### src/rtl/hyperbus_pkg.sv
// Shared types and constants for the HyperBus transaction scheduler.
//   hyper_sched_state_t : scheduler FSM states
//   RESP_OKAY/SLVERR    : AXI response codes driven on B and R
//   hyper_cmd_t         : one latched AXI command (address, length, burst, ID, direction)
package hyperbus_pkg;

    localparam logic [1:0] RESP_OKAY   = 2'b00;
    localparam logic [1:0] RESP_SLVERR = 2'b10;

    // Reserved AXI burst encoding; such a command completes with SLVERR.
    localparam logic [1:0] BURST_RESERVED = 2'b11;

    // Width of the ID field held in a command. The scheduler's ID_WIDTH
    // parameter must not exceed it.
    localparam int unsigned HB_ID_WIDTH = 4;

    typedef enum logic [2:0] {
        ST_IDLE,
        ST_ISSUE,
        ST_WDATA,
        ST_WRESP,
        ST_RDATA
    } hyper_sched_state_t;

    typedef struct packed {
        logic [31:0]            addr;
        logic [7:0]             len;
        logic [1:0]             burst;
        logic [HB_ID_WIDTH-1:0] id;
        logic                   write;
    } hyper_cmd_t;

endpackage

### src/rtl/hyperbus_rr_arb2.sv
// Two-way round-robin arbiter between the AXI write-address and
// read-address channels.
//   clk, rst  : clock, asynchronous active-high reset
//   enable    : grants are only issued while the scheduler is idle
//   req_wr/rd : AW / AR valid
//   gnt_wr/rd : one-hot (or zero) grant, combinational from the requests
// A lone request is granted directly. On a tie the channel that was not
// granted last time wins; the very first tie after reset goes to read.
module hyperbus_rr_arb2 (
    input  logic clk,
    input  logic rst,
    input  logic enable,
    input  logic req_wr,
    input  logic req_rd,
    output logic gnt_wr,
    output logic gnt_rd
);

    logic last_was_write_q;
    logic primed_q;     // set by the first grant; until then a tie favours read
    logic tie_to_wr;

    assign tie_to_wr = primed_q & ~last_was_write_q;

    // NOTE: every combinational output gets a default before any branch so
    // that no path leaves it unassigned and infers a latch.
    always_comb begin
        gnt_wr = 1'b0;
        gnt_rd = 1'b0;
        if (enable) begin
            if (req_wr && req_rd) begin
                gnt_wr = tie_to_wr;
                gnt_rd = ~tie_to_wr;
            end else begin
                gnt_wr = req_wr;
                gnt_rd = req_rd;
            end
        end
    end

    // NOTE: state flops use non-blocking assignments so every flop samples
    // the pre-edge values, independent of statement order.
    always_ff @(posedge clk or posedge rst) begin
        if (rst) begin
            last_was_write_q <= 1'b0;
            primed_q         <= 1'b0;
        end else if (gnt_wr || gnt_rd) begin
            last_was_write_q <= gnt_wr;
            primed_q         <= 1'b1;
        end
    end

endmodule

### src/rtl/hyperbus_trans_sched.sv
// HyperBus transaction scheduler: sits between the AXI slave channels and the
// PHY transaction port / TX-RX CDC FIFOs. One command in flight at a time.
//   aw_*/ar_*    : AXI address channels, arbitrated round-robin while idle
//   w_*  -> tx_* : write data gated to the TX FIFO, counted against len
//   rx_* -> r_*  : read data from the RX FIFO, r_last generated from the count
//   b_*          : single write response per write, ID echoed
//   trans_*      : PHY command (address, direction, beat count, burst type, space)
//   trans_error_i: PHY error strobe; makes the current transfer end in SLVERR
//   busy_o       : high whenever a command is being processed
module hyperbus_trans_sched
    import hyperbus_pkg::*;
#(
    parameter int unsigned BURST_WIDTH = 12,
    parameter int unsigned ID_WIDTH    = 4
) (
    input  logic                   clk_i,
    input  logic                   rst_i,

    input  logic                   aw_valid_i,
    output logic                   aw_ready_o,
    input  logic [31:0]            aw_addr_i,
    input  logic [7:0]             aw_len_i,
    input  logic [1:0]             aw_burst_i,
    input  logic [ID_WIDTH-1:0]    aw_id_i,

    input  logic                   ar_valid_i,
    output logic                   ar_ready_o,
    input  logic [31:0]            ar_addr_i,
    input  logic [7:0]             ar_len_i,
    input  logic [1:0]             ar_burst_i,
    input  logic [ID_WIDTH-1:0]    ar_id_i,

    input  logic                   w_valid_i,
    output logic                   w_ready_o,
    input  logic                   w_last_i,

    output logic                   tx_valid_o,
    input  logic                   tx_ready_i,

    input  logic                   rx_valid_i,
    output logic                   rx_ready_o,

    output logic                   r_valid_o,
    input  logic                   r_ready_i,
    output logic                   r_last_o,
    output logic [ID_WIDTH-1:0]    r_id_o,
    output logic [1:0]             r_resp_o,

    output logic                   b_valid_o,
    input  logic                   b_ready_i,
    output logic [ID_WIDTH-1:0]    b_id_o,
    output logic [1:0]             b_resp_o,

    output logic                   trans_valid_o,
    input  logic                   trans_ready_i,
    output logic [31:0]            trans_address_o,
    output logic                   trans_write_o,
    output logic [BURST_WIDTH-1:0] trans_burst_o,
    output logic                   trans_burst_type_o,
    output logic                   trans_address_space_o,
    input  logic                   trans_error_i,

    output logic                   busy_o
);

    hyper_sched_state_t state_q, state_d;
    hyper_cmd_t         cmd_q;
    logic [7:0]         cnt_q;
    logic               err_q;

    logic gnt_wr, gnt_rd;
    logic cnt_last;
    logic w_beat, r_beat;

    hyperbus_rr_arb2 u_arb (
        .clk    (clk_i),
        .rst    (rst_i),
        .enable (state_q == ST_IDLE),
        .req_wr (aw_valid_i),
        .req_rd (ar_valid_i),
        .gnt_wr (gnt_wr),
        .gnt_rd (gnt_rd)
    );

    // The counter stops on the final beat, so len=255 reaches 255 without wrapping.
    assign cnt_last = (cnt_q == cmd_q.len);
    assign w_beat   = (state_q == ST_WDATA) & w_valid_i & w_ready_o;
    assign r_beat   = (state_q == ST_RDATA) & rx_valid_i & r_ready_i;

    // PHY command fields come straight from the latched command.
    assign trans_address_o       = cmd_q.addr;
    assign trans_write_o         = cmd_q.write;
    assign trans_burst_o         = BURST_WIDTH'(cmd_q.len) + BURST_WIDTH'(1);
    assign trans_burst_type_o    = cmd_q.burst[0];
    assign trans_address_space_o = cmd_q.addr[31];
    assign busy_o                = (state_q != ST_IDLE);

    always_comb begin
        state_d       = state_q;
        aw_ready_o    = 1'b0;
        ar_ready_o    = 1'b0;
        w_ready_o     = 1'b0;
        tx_valid_o    = 1'b0;
        rx_ready_o    = 1'b0;
        r_valid_o     = 1'b0;
        r_last_o      = 1'b0;
        r_id_o        = '0;
        r_resp_o      = RESP_OKAY;
        b_valid_o     = 1'b0;
        b_id_o        = '0;
        b_resp_o      = RESP_OKAY;
        trans_valid_o = 1'b0;

        unique case (state_q)
            ST_IDLE: begin
                aw_ready_o = gnt_wr;
                ar_ready_o = gnt_rd;
                if (gnt_wr || gnt_rd) state_d = ST_ISSUE;
            end
            ST_ISSUE: begin
                trans_valid_o = 1'b1;
                if (trans_ready_i) state_d = cmd_q.write ? ST_WDATA : ST_RDATA;
            end
            ST_WDATA: begin
                // After an error the remaining write beats are drained
                // without reaching the TX FIFO.
                tx_valid_o = w_valid_i & ~err_q;
                w_ready_o  = err_q | tx_ready_i;
                if (w_valid_i && w_ready_o && cnt_last) state_d = ST_WRESP;
            end
            ST_WRESP: begin
                b_valid_o = 1'b1;
                b_id_o    = ID_WIDTH'(cmd_q.id);
                b_resp_o  = err_q ? RESP_SLVERR : RESP_OKAY;
                if (b_ready_i) state_d = ST_IDLE;
            end
            ST_RDATA: begin
                r_valid_o  = rx_valid_i;
                rx_ready_o = r_ready_i;
                r_last_o   = cnt_last & rx_valid_i;
                r_id_o     = rx_valid_i ? ID_WIDTH'(cmd_q.id) : '0;
                r_resp_o   = (rx_valid_i && err_q) ? RESP_SLVERR : RESP_OKAY;
                if (rx_valid_i && r_ready_i && cnt_last) state_d = ST_IDLE;
            end
            default: state_d = ST_IDLE;
        endcase
    end

    always_ff @(posedge clk_i or posedge rst_i) begin
        if (rst_i) begin
            state_q <= ST_IDLE;
            cmd_q   <= '0;
            cnt_q   <= '0;
            err_q   <= 1'b0;
        end else begin
            state_q <= state_d;
            unique case (state_q)
                ST_IDLE: begin
                    if (gnt_wr) begin
                        cmd_q <= '{addr: aw_addr_i, len: aw_len_i, burst: aw_burst_i,
                                   id: HB_ID_WIDTH'(aw_id_i), write: 1'b1};
                    end else if (gnt_rd) begin
                        cmd_q <= '{addr: ar_addr_i, len: ar_len_i, burst: ar_burst_i,
                                   id: HB_ID_WIDTH'(ar_id_i), write: 1'b0};
                    end
                end
                ST_ISSUE: begin
                    if (trans_ready_i) begin
                        cnt_q <= '0;
                        err_q <= (cmd_q.burst == BURST_RESERVED);
                    end
                end
                ST_WDATA: begin
                    if (trans_error_i) err_q <= 1'b1;
                    if (w_beat) begin
                        if (w_last_i != cnt_last) err_q <= 1'b1;
                        if (!cnt_last) cnt_q <= cnt_q + 8'd1;
                    end
                end
                ST_RDATA: begin
                    if (trans_error_i) err_q <= 1'b1;
                    if (r_beat && !cnt_last) cnt_q <= cnt_q + 8'd1;
                end
                default: ;
            endcase
        end
    end

endmodule

### config.mk
export PLATFORM = sky130hd
export DESIGN_NAME = hyperbus_trans_sched
export DESIGN_NICKNAME = d
export VERILOG_FILES = /design/src/rtl/hyperbus_pkg.sv /design/src/rtl/hyperbus_rr_arb2.sv /design/src/rtl/hyperbus_trans_sched.sv
export SDC_FILE = /design/constraint.sdc
export NUM_CORES = 1
export LEC_CHECK = 0
export CORE_UTILIZATION = 32
export CTS_CLUSTER_SIZE = 40
export DETAILED_ROUTE_END_ITERATION = 12
export PLACE_DENSITY = 0.74
export RECOVER_POWER = 25
export SYNTH_ARGS = -nofsm -noshare
export SYNTH_HDL_FRONTEND = slang
export SYNTH_HIERARCHICAL = 1
export SYNTH_SLANG_ARGS = --single-unit
### constraint.sdc
create_clock -name clk_i -period 3.8 [get_ports clk_i]
set_input_delay 0.38 -clock clk_i [delete_from_list [all_inputs] [get_ports clk_i]]
set_output_delay 0.38 -clock clk_i [all_outputs]
set_load 0.05 [all_outputs]
Word-level counts from Yosys, hierarchy flattened. Cells that the tools add are included.

Bits in registers: 61. Bits of input ports: 104. Logic and storage cells: 94.

Add/sub/neg operators: 2. Equality and inequality tests: 15. Muxes and demuxes: 39. Bitwise operators: 11. Reduce and logical (&&, ||, !) cells: 17.

Operator list (number): 2-to-1 mux 47 bit (2); 2-to-1 mux 8 bit (4); one-hot mux 8 bit (3 select lines) (1); 2-to-1 mux 3 bit (6); 2-to-1 mux 1 bit (17); one-hot mux 3 bit (5 select lines) (1); 2-to-1 mux 4 bit (3); inequality test 2 bit (second input constant) (5); AND reduction 5 bit (2); adder 8 x 1 -> 9 bit (second input constant) (1); adder 8 x 1 -> 8 bit (second input constant) (1); == test 8 bit (1); 2-to-1 mux 2 bit (4); bitwise AND 1 bit (7); logical AND 1 bit (7); == test 3 x 2 -> 1 bit (second input constant) (2); inequality test 2 x 1 -> 1 bit (second input constant) (3); nonzero test 3 bit (2); AND reduction 2 bit (2); == test 3 x 1 -> 1 bit (second input constant) (1); == test 3 bit (second input constant) (1); zero test 3 bit (1); NOT 1 bit (3); one-hot mux 1 bit (3 select lines) (1); other kinds (6) (6).

Longest topological paths before layout. Gate-level depths: netlist (run 1).

Depth in word-level cells: 8. Gate-level depth with buffers: 11. Gate-level depth less buffers: 8.

Hierarchy. Netlist (run 1), hierarchy kept.

Modules (own cells, without submodules): hyperbus_trans_sched (times used 1, cells an instance 383, area an instance 3654.8 sq um, sequential area each 1476.4 sq um); hyperbus_rr_arb2 (times used 1, cells an instance 13, area an instance 118.9 sq um, sequential area each 50.0 sq um).

Least setup slack after synthesis (run 1). No wires, ideal clock.

Path kind: register -> output. Start point: register state_q[1]. End point: output port aw_ready_o. Arrival time: 1.928 ns. Required time: 3.420 ns. Setup slack: 1.492 ns. Stages on the path, launching flop included: 8. Buffers on the path: 3. Cell sequence: dfrtp_1 -> buf_6 -> nor3_2 -> nand2_1 -> a21oi_1 -> clkbuf_1 -> buf_2 -> and2_1.

Word-level cells in the longest chain between the ends: 3.

RTL lines: start: declaration (line hyperbus_trans_sched.sv:66) `hyper_sched_state_t state_q, state_d;`; start signal: assignment (line hyperbus_trans_sched.sv:156) `state_q <= state_d;`; zero test 3 bit (line hyperbus_trans_sched.sv:78) `.enable (state_q == ST_IDLE),`; 2-to-1 mux 1 bit (line hyperbus_rr_arb2.sv:30) `if (enable) begin`; via gnt_wr (line hyperbus_trans_sched.sv:71) `logic gnt_wr, gnt_rd;`; 2-to-1 mux 1 bit (line hyperbus_trans_sched.sv:114) `unique case (state_q)`; end: declaration (line hyperbus_trans_sched.sv:20) `output logic aw_ready_o,`.

The timed path passes the listed nets, and every way through them passes these cells.

Final worst setup path (run 1).
Start point: register state_q[0]. End point: output port aw_ready_o.

Same word-level chain as after synthesis.

==> flow_summary.toml, run 1 <==
[placed_design]
dp_cells = 655
place_area_um2 = 5290
gp_congestion = 0.788
dpl.hpwl_mm = 7.18
port-buffer-count = 167

[detailed_routing]
routed_wl_mm = 9.67
via_per_inst = 4.79
route.vias.total = 3210
first_iter_violations = 111
wl_per_cell_um = 14.4
drc_errors = 0
ant_nets = 0
firstDrtPassIters = 4

[power]
clockPowerShare = 0.171
total_power_mw = 5.05
p_seq_frac = 0.236
internal_power_mw = 2.59
p_comb_frac = 0.593
p_leak_nw = 2.34
switching_power_mw = 2.46
swShare = 0.487
p_per_area_nw_per_um2 = 903
ir_drop_uv = 462

[sta]
rsz0062_at_grt = "no"
worst_slew_pin_slew_ns = 1.86
hold_slack_ns = 0.378
layout_min_cycle_time_ns = 3.05
fin_skew_ns = 0.00708
drv_slew = 48
max_freq_ghz = 0.328
fin_setup_tns_ns = 0
slew-limit-headroom = -0.244
setup_violations = 0
final_hold_viol_count = 0
fin_crit_sh = 0.803

[clock_network]
cts_buffers = 9
cts_hold_buf = 0
path_clk_slew_ns = 0.06
cts_resized = 0
cts_max_path_buffers = 2
cts_htree_levels = 3
cts_setup_buffers = 0
cts_tree = "done"
clk_latency_ns = 0.32
clock-sinks = 61
cts_root_buffer = "clkbuf_16"

[cells_and_area]
nNetsFinal = 629
final_cell_mix = "166 x clkdlybuf4s50_1, 61 x dfrtp_1, 56 x nor2_1, 51 x mux2i_1, 49 x a21oi_1"
num_antenna_cells = 0
final_common_cell = "clkdlybuf4s50_1"
fin_cells = 670
final_area_um2 = 5600
final.fill_count = 1061
layout-drive-gt1-share = 0.0664
syn_to_final_growth_pct = 48.4

[yosys]
ys_seq_area_frac = 0.405
avgSynthCellArea_um2 = 9.53
synth_cell_types = 51
syn_area_um2 = 3770
yosysTopAreaCellShare = 0.405
yosys.area.top_type = "dfrtp_1"
yosys_register_bits = 61
synth_area_leaders = "dfrtp_1 40%, mux2i_1 14%, buf_4 8.4%"
synth_cells = 396
yosys_warnings = 6
synthFlopType = "dfrtp_1"
synth_edf_count = 0
synth-async-reset-ratio = 1.00

[setup_path]
reg2regPathDepth = 9
reg2reg_from = "state_q[0]"
r2r_setup_slack_ns = 0.98
crit_fanout = 13
cp_data_required_time_ns = 3.42
cp-startpoint = "state_q[0]"
worst_setup_path_start_kind = "flop"
worstSetupEndpoint = "aw_ready_o"
cp-end-kind = "output pin"
cp_data_arrival_time_ns = 2.67
timing.rr.end = "state_q[1]"
crit_type = "reg -> out"

[floorplan]
coreArea_um2 = 11500
initial_core_util = 0.329
fp.dieH_um = 111
rows = 39
ios = 173
die_area_um2 = 12200
die_x_um = 111

[global_routing]
first_global_vias = 3354
grt_max_degree = 93
antenna_found_initial = 0
grt-ovfl-total = 0
grt_first_pass_wirelength_mm = 16.0
track_usage = 0.163

[run]
maxCapViolCount = 1

[worst_hold_path]
hp-class = "in -> async"

[run_status]
outcome = "complete, but fails checks"
violations = "max-capacitance violations, max-slew violations"
==> worst max-delay path, stage by stage (launching register included) <==
cell             delay (ns)
dfrtp_1                0.54
nor3_2                 0.52
nand2_1                0.18
a21oi_4                0.14
and2_1                 0.16
clkdlybuf4s50_1        0.81
==> cell usage after synthesis, drive strengths merged, types with 4 or more instances <==
master and number:
mux2i 51, nand2 12, inv 9, buf 56, nor2 57, and3 17
xor2 11, dfrtp 61, a21oi 50, xnor2 4, nand3 9, o21ai 4
and2 10, nand2b 8
==> cell type report <==
class                   instances  area [µm²]  area share
inverters                       9        33.8     0.00603
repair buffers                171        1710       0.306
clock buffers                   9         225      0.0402
flip-flops and latches         61        1530       0.273
multi-input cells             271        1830       0.327
clock inverters                 6        88.8      0.0159
well taps                     143         179      0.0320
==> kinds of logic (layout without fill, tap and decap cells) <==
logic type,after synthesis,in the layout,share of synthesized area
and+or+nand+nor,128,128,0.188
AOI/OAI and AO/OA,69,69,0.108
buffers and inverters,68,195,0.119
DFF,61,61,0.405
muxes,52,52,0.138
xor gates and xnor gates,15,15,0.0348
adders and majority gates,2,2,0.00663
other,1,5,0.000994
==> state kept, by name, summed over array words and instances, names as in the netlist <==
name	flops
trans_address_o	32
cmd_q	13
cnt_q	8
state_q	3
err_q	1
trans_burst_type_o	1
trans_write_o	1
u_arb/last_was_write_q	1
u_arb/primed_q	1
==> worst min path at each step <==
stage,end,slack [ns],depth (start not counted)
finish,u_arb/last_was_write_q,0.38,2
detailed placement,trans_address_o[0],0.52,2
global placement,trans_address_o[9],0.51,2
floorplan,u_arb/last_was_write_q,0.12,1
CTS,u_arb/last_was_write_q,0.26,2
global route,u_arb/last_was_write_q,0.38,2
==> power by group through the flow <==
stage	registers [mW]	logic (mW)	clock network [mW]
2_1_floorplan	1.16	2.39	0
3_3_place_gp	1.19	2.97	0
3_5_place_dp	1.20	3.01	0
4_1_cts	1.19	3.02	0.891
5_1_grt	1.24	3.19	0.923
6_report	1.19	3.00	0.866
==> layer usage <==
metal / GRT usage / routed length, µm / part of all wire / up-vias
li1: - / - / - / 1564
met1: 0.195 / 4060 / 0.42 / 1500
met5: 0 / 0 / 0 / -
met2: 0.284 / 4830 / 0.50 / 138
met4: 0.0418 / 73 / 0.0076 / 0
met3: 0.0494 / 709 / 0.073 / 8
==> stage by stage <==
step,utilization,worst slack (ns)
after global placement,0.461,1.14
after detailed placement,0.461,1.05
final,0.488,0.750
after global routing,0.488,0.563
after CTS,0.488,0.743
after floorplan,-,1.49
(Power assumes the default switching activity.)
==> run 2: changes to the inputs <==
==> constraint.sdc (replaced) <==
create_clock -name clk_i -period 3.1 [get_ports clk_i]
set_input_delay 0.31 -clock clk_i [delete_from_list [all_inputs] [get_ports clk_i]]
set_output_delay 0.31 -clock clk_i [all_outputs]
set_load 0.05 [all_outputs]
==> run 2 against run 1 <==
- the flow now finishes without violations
- sequential power up 23%
- critical path depth unchanged
- count of clock-buffer cells in the layout up 2
- worst setup slack worse by 0.38 ns
- register-to-register slack worse by 0.27 ns
- cell count up 0.30%
- sequential share of layout area about the same
- cell area up 0.16%
- sequential cell count unchanged
- critical endpoint is now ar_ready_o
==> flow_summary.toml, run 2 (synthesis results as in run 1) <==
[floorplan]
ios = 173
initial_core_util = 0.329
die_area_um2 = 12200
fp.dieH_um = 111
rows = 39
coreArea_um2 = 11500
die_x_um = 111

[sta]
drv_slew = 0
fin_setup_tns_ns = 0
setup_violations = 0
fin_crit_sh = 0.882
max_freq_ghz = 0.366
final_hold_viol_count = 0
rsz0062_at_grt = "no"
layout_setup_ws_ns = 0.367
fin_skew_ns = 0.0110
slew-limit-headroom = 0.254
layout_min_cycle_time_ns = 2.73
worst_slew_pin_slew_ns = 1.12
hold_slack_ns = 0.308

[clock_network]
clk_latency_ns = 0.31
cts_tree = "done"
cts_max_path_buffers = 2
cts_setup_buffers = 0
path_clk_slew_ns = 0.06
cts_root_buffer = "clkbuf_16"
cts_hold_buf = 0
clock-sinks = 61
cts_buffers = 9
cts_resized = 0
cts_htree_levels = 3

[detailed_routing]
wl_per_cell_um = 14.0
ant_nets = 0
route.vias.total = 3215
drc_errors = 0
via_per_inst = 4.78
firstDrtPassIters = 5
routed_wl_mm = 9.41
first_iter_violations = 137

[setup_path]
critPathMaxStageDelay_ns = 0.79
crit_chain = "nor3_2 -> o211a_1 -> nand2_1 -> inv_1 -> clkdlybuf4s50_1"
worst_setup_path_start_kind = "flop"
crit_type = "reg -> out"
reg2regPathDepth = 9
cp_data_arrival_time_ns = 2.42
cp_data_required_time_ns = 2.79
crit_fanout = 13
cp_slowest_cell = "clkdlybuf4s50_1"
cp-end-kind = "output pin"

[run]
maxCapViolCount = 0

[cells_and_area]
final_cell_mix = "165 x clkdlybuf4s50_1, 61 x dfrtp_1, 56 x nor2_1, 51 x mux2i_1, 49 x a21oi_1"
largest_register_ffs = 32
num_antenna_cells = 0
final_common_cell = "clkdlybuf4s50_1"
nNetsFinal = 631
finish.utilization = 0.489
layout-drive-gt1-share = 0.0718
syn_to_final_growth_pct = 48.6

[placed_design]
port-buffer-count = 167
place_worst_setup_slack_ns = 0.701
gp_congestion = 0.877
dpl.hpwl_mm = 7.27

[power]
p_leak_nw = 2.35
p_per_area_nw_per_um2 = 1100
ir_drop_uv = 509

[global_routing]
first_global_vias = 3245
grt_max_degree = 93
grt-ovfl-total = 0
track_usage = 0.154
grt_first_pass_wirelength_mm = 15.3
antenna_found_initial = 0

[worst_hold_path]
hp-class = "in -> async"

[run_status]
outcome = "finished, final reports clean"
==> run 2: changes by cell type in the layout (fill, tap and decap cells not counted), sizes merged <==
cell           previous run  this run
clkdlybuf4s50           166       165
buf                       4         6
clkbuf                    9        12
bufinv                    2         1
clkinvlp                  2         1
==> run 2: worst paths after layout <==
| kind | from | endpoint | slack, ns |
|---|---|---|---|
| worst min register to register | trans_address_o[16] | trans_address_o[16] | 0.52 |
| max in group asynchronous | rst_i | err_q | 0.96 |
| worst max register to register | state_q[0] | trans_address_o[4] | 0.71 |
| worst min-delay path | rst_i | u_arb/primed_q | 0.31 |
| min in group clk_i | trans_address_o[16] | trans_address_o[16] | 0.52 |
| worst max-delay path | state_q[0] | ar_ready_o | 0.37 |
==> run 2: layer usage <==
metal / vias to the layer above / share of wire / global-route usage
met4: 0 / 0.011 / 0.0418
li1: 1578 / - / -
met1: 1492 / 0.42 / 0.175
met5: - / 0 / 0
met3: 10 / 0.065 / 0.0483
met2: 135 / 0.50 / 0.277
==> run 2: area by class of cell <==
class / count / area [µm²]
well taps: 143 / 179
clock inverters: 4 / 47.5
inverters: 9 / 33.8
multi-input cells: 271 / 1830
flip-flops and latches: 61 / 1530
repair buffers: 173 / 1740
fillers: 1052 / 5860
clock buffers: 11 / 253
==> run 2: where the power goes <==
part	leakage [nW]	internal [mW]	switching [mW]
Sequential	0.696	1.15	0.312
Clock	0.147	0.658	0.340
Combinational	1.51	1.36	2.36
Total	2.35	3.16	3.01
==> run 2: per-stage QoR <==
step                instances  power [mW]  cell area [µm²]
finish                    672        6.17             5610
global route              672        6.53             5610
CTS                       672        6.23             5620
detailed placement        657        5.20             5320
global placement          657        5.12             5320
floorplan                 400        4.35             3790
==> run 2: critical path, delay by kind of cell, from the launching register on <==
| kind | cells | cell delay, ns |
|---|---|---|
| buf+inv | 2 | 0.85 |
| simple gates | 2 | 0.48 |
| compound gates | 1 | 0.26 |
| flops | 1 | 0.54 |
